`config.mk`:
```
export PLATFORM = sky130hd
export DESIGN_NAME = alu_op_sequencer
export DESIGN_NICKNAME = d
export VERILOG_FILES = /design/src/rtl/alu_op_sequencer.sv
export SDC_FILE = /design/constraint.sdc
export NUM_CORES = 1
export LEC_CHECK = 0
export CORE_ASPECT_RATIO = 0.5
export CORE_UTILIZATION = 55
export CTS_CLUSTER_SIZE = 28
export DETAILED_ROUTE_END_ITERATION = 10
export PLACE_DENSITY = 0.76
export SETUP_SLACK_MARGIN = 0.1
export SYNTH_ARGS = -nofsm -noshare
export SYNTH_HDL_FRONTEND = slang
export SYNTH_SLANG_ARGS = --single-unit
```
`constraint.sdc`:
```
create_clock -name clk -period 7 [get_ports clk]
set_input_delay 0.7 -clock clk [delete_from_list [all_inputs] [get_ports clk]]
set_output_delay 0.7 -clock clk [all_outputs]
set_load 0.03 [all_outputs]
```
`src/rtl/alu_op_sequencer.sv`:
```
// alu_op_sequencer: replays a loaded {opcode,a,b} program into an ALU
// and streams back one indexed z capture per entry.
module alu_op_sequencer #(
   parameter int DEPTH   = 8,
   parameter int AW      = 3,
   parameter int ALU_LAT = 1
) (
   input  logic          clk,
   input  logic          rst,
   input  logic          prog_we,
   input  logic [AW-1:0] prog_addr,
   input  logic [23:0]   prog_data,
   input  logic [AW:0]   prog_len,
   input  logic          start,
   output logic          busy,
   output logic          done,
   output logic [7:0]    opcode,
   output logic [7:0]    a,
   output logic [7:0]    b,
   input  logic [7:0]    z,
   output logic          res_valid,
   output logic [AW-1:0] res_idx,
   output logic [7:0]    res_data
);

   typedef enum logic [1:0] {
      IDLE,
      ISSUE,
      WAIT,
      FINISH
   } state_t;

   localparam int CW = (ALU_LAT > 1) ? $clog2(ALU_LAT) : 1;
   localparam logic [CW-1:0] CNT_INIT =
      CW'((ALU_LAT > 0) ? ALU_LAT - 1 : 0);
   localparam state_t OP_STATE = (ALU_LAT == 0) ? ISSUE : WAIT;
   localparam logic [AW:0] LEN_MAX = (AW+1)'(DEPTH);

   state_t        state;
   logic [23:0]   mem [DEPTH];
   logic [AW-1:0] idx;
   logic [AW-1:0] idx_nx;
   logic [AW:0]   len;
   logic [AW:0]   len_in;
   logic [CW-1:0] cnt;
   logic [23:0]   first_entry;
   logic          last;
   logic          wr_en;

   assign wr_en  = prog_we && (state == IDLE) && !rst;
   assign idx_nx = idx + 1'b1;
   assign len_in = (prog_len > LEN_MAX) ? LEN_MAX : prog_len;
   assign last   = ({1'b0, idx} == (len - 1'b1));

   // a same-cycle write to entry 0 must be seen by the run it starts
   assign first_entry = (wr_en && prog_addr == '0) ? prog_data : mem[0];

   always_ff @(posedge clk) begin
      if (wr_en)
         mem[prog_addr] <= prog_data;
   end

   always_ff @(posedge clk) begin
      if (rst) begin
         state     <= IDLE;
         busy      <= 1'b0;
         done      <= 1'b0;
         res_valid <= 1'b0;
         res_idx   <= '0;
         res_data  <= '0;
         opcode    <= '0;
         a         <= '0;
         b         <= '0;
         idx       <= '0;
         cnt       <= '0;
         len       <= '0;
      end else begin
         res_valid <= 1'b0;
         done      <= 1'b0;
         unique case (state)
            IDLE: begin
               if (start) begin
                  len <= len_in;
                  if (len_in == '0) begin
                     state <= FINISH;
                  end else begin
                     idx            <= '0;
                     {opcode, a, b} <= first_entry;
                     busy           <= 1'b1;
                     cnt            <= CNT_INIT;
                     state          <= OP_STATE;
                  end
               end
            end
            WAIT: begin
               if (cnt == '0)
                  state <= ISSUE;
               else
                  cnt <= cnt - 1'b1;
            end
            ISSUE: begin
               res_data  <= z;
               res_idx   <= idx;
               res_valid <= 1'b1;
               if (last) begin
                  state <= FINISH;
               end else begin
                  idx            <= idx_nx;
                  {opcode, a, b} <= mem[idx_nx];
                  cnt            <= CNT_INIT;
                  state          <= OP_STATE;
               end
            end
            FINISH: begin
               done  <= 1'b1;
               busy  <= 1'b0;
               state <= IDLE;
            end
            default: state <= IDLE;
         endcase
      end
   end

endmodule

```
==> impl_metrics.env <==
export IMPL_clock_latency_ns=0.51
export IMPL_antenna_left=0
export IMPL_syn_area_per_cell_um2=18.1
export IMPL_netlist_area_leader_share_pct=61.5
export IMPL_reg2reg_depth=6
export IMPL_overflow=0
export IMPL_antenna_found_initial=0
export IMPL_finalCritPeriodShare_pct=48.2
export IMPL_cts_tree="yes"
export IMPL_grt_pass1_vias=5250
export IMPL_final_area_mm2=0.0111
export IMPL_post_dp_cell_area_mm2=0.0105
export IMPL_critPathRequiredTime_ns=7.35
export IMPL_synthTopCellsByArea="edfxtp_1 (62%), mux4_2 (12%), dfxtp_1 (10%), mux2_1 (2.9%), a222oi_1 (2.6%)"
export IMPL_hp_class="reg2reg"
export IMPL_r2r_setup_slack_ns=3.90
export IMPL_synthTopCellsByCount="edfxtp_1 (192), mux4_2 (48), dfxtp_1 (47)"
export IMPL_min_path_cells=2
export IMPL_die_h_um=94.3
export IMPL_routedWlPerCell_um=23.1
export IMPL_post_cts_buffers=0
export IMPL_vias=5167
export IMPL_fin_skew_ns=0.0142
export IMPL_cpMostUsedCell="buf_4"
export IMPL_netlist_area_mm2=0.00937
export IMPL_hp_start="res_idx[0]"
export IMPL_dominantRegCellSynth="edfxtp_1"
export IMPL_irDropWorstVdd_uv=159
export IMPL_setup_viol=0
export IMPL_crit_buf_inv=3
export IMPL_synth_most_common_cell="edfxtp_1"
export IMPL_grt_pass1_wl_um=30400
export IMPL_seq_area_mm2=0.00671
export IMPL_syn_inst=518
export IMPL_dp_hpwl_um=11300
export IMPL_powerDensity_mw_per_mm2=259
export IMPL_final_max_slew_violation_count=0
export IMPL_synth_cell_types=32
export IMPL_cts_root_buf="clkbuf_16"
export IMPL_routabilityCongestion=0.721
export IMPL_outcome="complete, no violations"
export IMPL_period_needed_ns=3.38
export IMPL_p_leak_nw=3.51
export IMPL_cts_resized=0
export IMPL_routed_wl_um=19600
export IMPL_start_util_pct=56.7
export IMPL_vias_per_cell=6.11
export IMPL_nNetsFinal=648
export IMPL_worstMarginPinSlew_ns=1.29
export IMPL_h_tree_depth=1
export IMPL_drive_above_1_share_pct=20.6
export IMPL_start_kind="primary input"
export IMPL_die_x_um=187
export IMPL_slowest_delay_ns=0.73
export IMPL_rsz0062_at_grt="no"
export IMPL_port_buffer_count=80
export IMPL_die_area_mm2=0.0176
export IMPL_slew_headroom_pct=14.0
export IMPL_drt_iter0_drc=530
export IMPL_ys_seq_area_share_pct=71.6
export IMPL_clock_path_buffers=3
export IMPL_num_antenna_cells=0
export IMPL_crit_family="simple AND/OR/NAND/NOR gates"
export IMPL_syn_to_final_growth_pct=18.7
export IMPL_cts_sinks=239
export IMPL_drc_errors=0
export IMPL_hold_viol=0
export IMPL_core_area_mm2=0.0165
export IMPL_syn_nets=563
export IMPL_finalSetupTns_ns=0
export IMPL_cp_slowest_cell="or4b_1"
export IMPL_ys_warn_count=0
export IMPL_drv_cap=0
export IMPL_path_cells="buf_2 -> buf_4 -> or4b_1 -> nor4_4 -> buf_4 -> mux2_1 -> a222oi_1 -> a211oi_1"
export IMPL_max_freq_ghz=0.296
export IMPL_synth_top_area_cell="edfxtp_1"
export IMPL_num_rows=33
export IMPL_arrival_ns=3.73
export IMPL_clk_pin_slew_worst_paths_ns=0.07
export IMPL_dr_pass1_iters=5
export IMPL_async_flop_share_pct=0
export IMPL_worstSetupPathType="in2reg"
export IMPL_r2r_end="a[7]"
export IMPL_worstReg2RegStart="state[0]"
export IMPL_multiInputGateArea_mm2=0.00256
export IMPL_hold_end="res_idx[0]"
export IMPL_postCtsHoldBufs=0
export IMPL_crit_path_end_kind="flop"
export IMPL_numCtsBuffers=21
export IMPL_post_place_ws_ns=3.11
export IMPL_synth_edf_count=192
export IMPL_ios=81
export IMPL_grtUsageTotal_pct=23.1
export IMPL_worst_slack_ns=3.62
export IMPL_post_route_util_pct=67.3
export IMPL_ys_ff_latch=239
export IMPL_crit_fanout=48
export IMPL_grt_start_max_net_pins=54
export IMPL_nFillCells=1116
==> cell type report <==
| cell class | count | area share (%) |
|---|---|---|
| multi-input combinational | 242 | 23.0 |
| timing repair buffer | 96 | 8.24 |
| clock buffer | 24 | 4.92 |
| inverter | 3 | 0.101 |
| sequential | 239 | 60.3 |
| tap | 227 | 2.55 |
| clock inverter | 14 | 0.855 |
==> placed cells by master (no fill, tap or decap), types with 2 or more instances in the layout <==
cell type | synthesis | layout
a222oi_1 | 24 | 24
a211oi_2 | 19 | 19
nor2_1 | 33 | 30
clkinv_2 | 0 | 6
a21oi_1 | 18 | 18
nor3_1 | 6 | 2
and2_1 | 2 | 2
clkinv_1 | 0 | 5
o21bai_1 | 2 | 2
nor2_2 | 0 | 2
nand2_1 | 34 | 34
edfxtp_1 | 192 | 192
clkbuf_1 | 20 | 2
xnor2_1 | 4 | 4
inv_1 | 3 | 3
buf_4 | 0 | 16
nand2b_1 | 5 | 5
mux2_1 | 24 | 24
dfxtp_1 | 47 | 46
nor3_2 | 0 | 4
nor4_1 | 3 | 2
clkdlybuf4s50_1 | 0 | 79
nand3b_1 | 3 | 3
a211oi_1 | 6 | 6
mux4_2 | 48 | 48
clkbuf_16 | 0 | 21
==> metal layers <==
metal	GRT usage, %	vias up	share of wire, %
met5	0	-	0
met4	5.53	0	1.8
met3	3.81	32	6.7
met2	38.0	213	47
met1	32.9	2651	44
li1	-	2271	-
==> registers in the layout, indices dropped and copies added (netlist names), 3 cells and up <==
register	cells
mem	192
b	8
res_idx	3
idx	3
len	4
opcode	8
res_data	8
a	8
==> how the worst max path moves through the flow <==
stage	to	cells past startpoint	slack, ns	start
after floorplan	mem[0][0]	3	2.89	rst
after global placement	b[5]	8	3.25	rst
after detailed placement	b[2]	8	3.11	rst
after CTS	a[7]	8	3.60	rst
after global routing	a[7]	8	3.43	rst
final	a[7]	8	3.62	rst
==> through the flow <==
step / power [mW] / std cells / hold slack [ns]
final: 2.88 / 845 / 0.455
after global routing: 2.98 / 845 / 0.478
after CTS: 2.91 / 845 / 0.457
after detailed placement: 1.82 / 807 / 0.448
after global placement: 1.81 / 807 / 0.442
after floorplan: 1.72 / 518 / 0.445
==> worst reg2reg max path, cell delays in order (launching register included) <==
cell and delay [ns]:
dfxtp_1 0.38, or4b_1 0.72, nor4_4 0.60, buf_4 0.43, mux2_1 0.40, a222oi_1 0.30, a211oi_1 0.13
==> where the power goes <==
group / internal [mW] / switching, mW
Combinational: 0.0873 / 0.124
Clock: 0.599 / 0.493
Sequential: 1.56 / 0.0164
==> kinds of logic (layout without fill, tap and decap cells) <==
| logic type | after synthesis | count (layout) | synth area share (%) |
|---|---|---|---|
| DFF | 239 | 239 | 71.6 |
| and+or+nand+nor | 91 | 91 | 4.45 |
| muxes | 73 | 73 | 14.5 |
| AOI/OAI and AO/OA | 71 | 71 | 6.85 |
| buffers and inverters | 37 | 137 | 1.71 |
| xor gates and xnor gates | 5 | 5 | 0.628 |
| adders and majority gates | 2 | 2 | 0.267 |
(Power assumes the default switching activity.)
